--- src/rtl/alu_cmd_issue.sv ---
// Command FIFO + single-entry response slot wrapped around a combinational 4-bit ALU.
// Optional saturating capture/overflow counters are enabled by defining ALU_CMD_STATS_EN.
module alu_cmd_issue #(
    parameter int unsigned DEPTH = 4
) (
    input  logic        clk,
    input  logic        rst_n,
    input  logic        cmd_valid,
    output logic        cmd_ready,
    input  logic [3:0]  cmd_a,
    input  logic [3:0]  cmd_b,
    input  logic [2:0]  cmd_op,
    output logic [3:0]  alu_a,
    output logic [3:0]  alu_b,
    output logic [2:0]  alu_crl,
    input  logic [3:0]  alu_result,
    input  logic        alu_carry,
    input  logic        alu_overflow,
    input  logic        alu_zero,
    output logic        rsp_valid,
    input  logic        rsp_ready,
    output logic [3:0]  rsp_result,
    output logic [2:0]  rsp_flags,
    output logic [2:0]  rsp_op
`ifdef ALU_CMD_STATS_EN
    ,
    output logic [15:0] stat_ops,
    output logic [15:0] stat_ovf
`endif
);

    localparam int unsigned PTR_W = $clog2(DEPTH);
    localparam int unsigned CNT_W = PTR_W + 1;

    typedef struct packed {
        logic [3:0] a;
        logic [3:0] b;
        logic [2:0] op;
    } cmd_t;

    typedef enum logic [1:0] {
        IDLE  = 2'd0,
        EXEC  = 2'd1,
        STALL = 2'd2
    } state_t;

    cmd_t             mem_q [DEPTH];
    logic [PTR_W-1:0] wr_ptr_q, wr_ptr_d;
    logic [PTR_W-1:0] rd_ptr_q, rd_ptr_d;
    logic [CNT_W-1:0] count_q, count_d;
    state_t           state_q;

    logic             rsp_valid_q, rsp_valid_d;
    logic [3:0]       rsp_result_q, rsp_result_d;
    logic [2:0]       rsp_flags_q, rsp_flags_d;
    logic [2:0]       rsp_op_q, rsp_op_d;

    logic             head_valid;
    logic             slot_free;
    logic             push;
    logic             pop;
    cmd_t             head;

    assign head_valid = (count_q != '0);
    assign cmd_ready  = (count_q != CNT_W'(DEPTH));
    assign push       = cmd_valid & cmd_ready;
    assign slot_free  = !rsp_valid_q | rsp_ready;
    assign pop        = head_valid & slot_free;

    // The ALU is combinational, so the head drives it directly and is captured at the pop edge.
    assign head    = head_valid ? mem_q[rd_ptr_q] : '0;
    assign alu_a   = head.a;
    assign alu_b   = head.b;
    assign alu_crl = head.op;

    assign rsp_valid  = rsp_valid_q;
    assign rsp_result = rsp_result_q;
    assign rsp_flags  = rsp_flags_q;
    assign rsp_op     = rsp_op_q;

    always_comb begin
        // NOTE: every always_comb output gets a default first so no latch is inferred.
        wr_ptr_d     = wr_ptr_q;
        rd_ptr_d     = rd_ptr_q;
        count_d      = count_q;
        rsp_valid_d  = rsp_valid_q;
        rsp_result_d = rsp_result_q;
        rsp_flags_d  = rsp_flags_q;
        rsp_op_d     = rsp_op_q;

        if (push) wr_ptr_d = wr_ptr_q + PTR_W'(1);
        if (pop)  rd_ptr_d = rd_ptr_q + PTR_W'(1);

        unique case ({push, pop})
            2'b10:   count_d = count_q + CNT_W'(1);
            2'b01:   count_d = count_q - CNT_W'(1);
            default: count_d = count_q;
        endcase

        if (pop) begin
            rsp_valid_d  = 1'b1;
            rsp_result_d = alu_result;
            rsp_flags_d  = {alu_carry, alu_overflow, alu_zero};
            rsp_op_d     = head.op;
        end else if (rsp_ready) begin
            rsp_valid_d  = 1'b0;
        end
    end

    // NOTE: the payload storage has no reset; count_q alone decides which entries are meaningful.
    always_ff @(posedge clk) begin
        if (push) mem_q[wr_ptr_q] <= {cmd_a, cmd_b, cmd_op};
    end

    // NOTE: sequential state uses non-blocking assignments so all registers update together.
    always_ff @(posedge clk or negedge rst_n) begin
        if (!rst_n) begin
            wr_ptr_q     <= '0;
            rd_ptr_q     <= '0;
            count_q      <= '0;
            state_q      <= IDLE;
            rsp_valid_q  <= 1'b0;
            rsp_result_q <= '0;
            rsp_flags_q  <= '0;
            rsp_op_q     <= '0;
        end else begin
            wr_ptr_q     <= wr_ptr_d;
            rd_ptr_q     <= rd_ptr_d;
            count_q      <= count_d;
            rsp_valid_q  <= rsp_valid_d;
            rsp_result_q <= rsp_result_d;
            rsp_flags_q  <= rsp_flags_d;
            rsp_op_q     <= rsp_op_d;

            // Debug-visible FSM; the datapath is governed by head_valid/slot_free directly.
            unique case (state_q)
                IDLE: begin
                    if (count_d != '0) state_q <= EXEC;
                end
                EXEC: begin
                    if (count_d == '0)                 state_q <= IDLE;
                    else if (head_valid && !slot_free) state_q <= STALL;
                end
                STALL: begin
                    if (rsp_ready) state_q <= EXEC;
                end
                default: state_q <= IDLE;
            endcase
        end
    end

`ifdef ALU_CMD_STATS_EN
    logic [15:0] stat_ops_q;
    logic [15:0] stat_ovf_q;

    always_ff @(posedge clk or negedge rst_n) begin
        if (!rst_n) begin
            stat_ops_q <= '0;
            stat_ovf_q <= '0;
        end else if (pop) begin
            if (stat_ops_q != 16'hFFFF)                 stat_ops_q <= stat_ops_q + 16'd1;
            if (alu_overflow && stat_ovf_q != 16'hFFFF) stat_ovf_q <= stat_ovf_q + 16'd1;
        end
    end

    assign stat_ops = stat_ops_q;
    assign stat_ovf = stat_ovf_q;
`endif

endmodule

--- config.mk ---
export PLATFORM = sky130hd
export DESIGN_NAME = alu_cmd_issue
export DESIGN_NICKNAME = d
export VERILOG_FILES = /design/src/rtl/alu_cmd_issue.sv
export SDC_FILE = /design/constraint.sdc
export NUM_CORES = 1
export LEC_CHECK = 0
export ABC_CLOCK_PERIOD_IN_PS = 4700
export CAP_MARGIN = 15
export CORE_AREA = 2 2 71 73
export DETAILED_ROUTE_END_ITERATION = 10
export DIE_AREA = 0 0 73 75
export MAX_ROUTING_LAYER = met4
export PLACE_DENSITY = 0.81
export SYNTH_ARGS = -nofsm -noshare
export SYNTH_HDL_FRONTEND = slang
export SYNTH_SLANG_ARGS = --single-unit
export TNS_END_PERCENT = 1
--- constraint.sdc ---
create_clock -name clk -period 4.7 [get_ports clk]
set_clock_uncertainty 0.05 [all_clocks]
set_input_delay 0.94 -clock clk [delete_from_list [all_inputs] [get_ports clk]]
set_output_delay 0.94 -clock clk [all_outputs]
set_load 0.05 [all_outputs]
==> run summary <==
pwr dens: 746 mW/mm^2
ys async rst share: 0.290
synth top area cells: edfxtp_1 (53%), dfrtp_1 (18%), mux4_2 (9.9%)
Area Overhead vs Synth: 25.8%
Final Hold Fails: 0
status: complete, no violations
most frequent cell after synthesis: edfxtp_1
CP max FO: 13
H-tree level count: 3
yosys warns: 0
final wirelength: 4.13 mm
die area: 0.00548 mm^2
Worst Hold Launch: rsp_flags[2]$_DFFE_PN0P_
WL/cell: 17.1 um
Synth top area share: 0.529
total leakage power: 0.00116 uW
mean post-synth cell area: 19.2 um^2
Boundary Pins: 45
initial antenna violation count: 0
fmax: 276 MHz
fillers: 305
largest net degree at the start of global routing: 19
synthesized area: 0.00250 mm^2
PnR worst setup slack: 1080 ps
die width: 73 um
vias in the first global route: 1,336
worst r2r src: count_q[0]$_DFFE_PN0P_
worst slack, placed: 1380 ps
RSZ-0062 raised after global routing: false
post-CTS setup buffer count: 0
ant diodes: 0
Starting Density: 0.536
Cells after Synth: 130
DR iter-0 viols: 131
Seq cells post-synth: 62
CTS Buffer Depth: 2
worst vdd ir: 0.336 mV
share of cells above drive strength 1: 0.219
minimum clock period: 3620 ps
Post-Synthesis Net Count: 158
CTS tree: yes
Final Setup Violations: 0
Setup Crit Path Kind: reg -> out
Yosys cell types: 24
worst slew pin tran: 904 ps
fin area: 0.00314 mm^2
Yosys top cell by area: edfxtp_1
core area: 0.00466 mm^2
first-pass GRT wire length: 6.68 mm
top cells by count, synth: edfxtp_1 (44), dfrtp_1 (18), mux4_2 (11), nor2b_1 (11), mux2_2 (10)
dpl hpwl: 2.87 mm
total negative slack: 0 ps
Crit-path slowest cell: dfrtp_1
DRC: 0
TritonCTS sink count: 62
Nets: 210
Crit path required time: 3710 ps
post-synthesis sequential area ratio: 0.709
CP arrival: 2630 ps
Die Span Y: 75 um
Worst-path clk slew: 60 ps
Synth Flop Type: edfxtp_1
Post-synth EDFFs: 44
crit-path cells: mux4_2 > and2b_1 > clkdlybuf4s50_1
vias per std cell: 5.29
Slew Limit Fails: 0
placed inst area: 0.00299 mm^2
Worst-Skew Late Latency: 320 ps
# rows: 25
CTS root buf: clkbuf_8
Worst path max stage delay: 820 ps
via count: 1,275
GRT Util Overall: 0.182
grt ovf: 0
TritonCTS Buffers: 9
Final Cycle Share: 0.770
Post-DRT Antenna Nets: 0
max cap viols: 0
port bufs: 44
Worst slew margin: 0.394
Final Util: 0.674
Crit. Startpoint: rd_ptr_q[0]$_DFFE_PN0P_
cts hold-fix bufs: 0
element type at the critical path start: flop
Critical Path Sink Type: output port
Hold Path Class: reg -> reg
GPL Wtd Cong: 0.725
drt first pass iters: 4
post_cts resized: 0
flip-flops by register name (all words and copies together), names as in the netlist:
register,cells
rsp_result,4
rsp_op,3
wr_ptr_q,2
count_q,3
rsp_flags,3
mem_q,44
rd_ptr_q,2
rsp_valid,1
layout make-up:
class,count,area [um^2],area share
clock buffers,13,139,0.0442
well taps,54,67.6,0.0215
repair buffers,45,448,0.143
multi-input cells,58,679,0.216
flip-flops and latches,62,1770,0.564
inverters,6,22.5,0.00717
clock inverters,3,13.8,0.00438
cell usage in the layout, fill, tap and decap left out:
| cell | n |
|---|---|
| clkdlybuf4s50_1 | 44 |
| edfxtp_1 | 44 |
| dfrtp_1 | 18 |
| nor2b_1 | 11 |
| mux4_2 | 11 |
| mux2_2 | 10 |
| clkbuf_8 | 9 |
| inv_1 | 6 |
| ha_1 | 5 |
| and3_2 | 4 |
| xor2_1 | 4 |
| clkbuf_1 | 4 |
| xnor2_1 | 2 |
| clkinv_2 | 2 |
| nor3_2 | 1 |
| nand2b_1 | 1 |
| and2b_1 | 1 |
| or3b_4 | 1 |
| and2_4 | 1 |
| mux2i_1 | 1 |
| mux2_4 | 1 |
| and3b_1 | 1 |
| nor2_1 | 1 |
| nand2_1 | 1 |
| fa_1 | 1 |
| clkinv_1 | 1 |
| buf_4 | 1 |
stage by stage:
step / std cells / total power, uW / hold WS [ps]
floorplan: 130 / 1650 / 425
global placement: 225 / 1960 / 439
detailed placement: 225 / 2000 / 445
CTS: 241 / 2370 / 458
global route: 241 / 2470 / 466
finish: 241 / 2340 / 455
cells by family (layout without fill, tap and decap cells):
logic type               after synthesis  in the layout  synth area share
XOR/XNOR                               6              6            0.0210
adder cells (fa/ha/maj)                6              6            0.0331
buffers and inverters                 10             67            0.0185
flip-flops                            62             62             0.709
multiplexers                          23             23             0.154
AND/OR/NAND/NOR                       23             23            0.0636
final timing paths:
check	depth (start not counted)	endpoint	slack (ps)
worst min-delay path	1	rsp_flags[2]$_DFFE_PN0P_	450
worst max register to register	6	count_q[1]$_DFFE_PN0P_	2310
worst min register to register	1	rsp_flags[2]$_DFFE_PN0P_	450
min in group asynchronous	1	rsp_op[2]$_DFFE_PN0P_	1040
max in group asynchronous	1	rd_ptr_q[1]$_DFFE_PN0P_	3030
worst max-delay path	3	alu_crl[0]	1080
layer usage:
metal | vias up | share of wire | wire (um) | track usage
li1 | 592 | - | - | -
met1 | 643 | 0.41 | 1700 | 0.211
met2 | 36 | 0.53 | 2200 | 0.279
met3 | 4 | 0.046 | 190 | 0.0683
met4 | 0 | 0.0085 | 35 | 0.0947
met5 | - | 0 | 0 | -
critical path: cells and delay by family (launching register included):
kind	cells	cell delay, ps
DFF	1	820
buffers and inverters	1	700
muxes	1	600
and+or+nand+nor	1	180
power by group:
| group | switching [uW] | internal (uW) |
|---|---|---|
| registers | 108 | 745 |
| logic | 661 | 460 |
| clock network | 180 | 188 |
No activity file was read; power rests on OpenSTA's default activity.
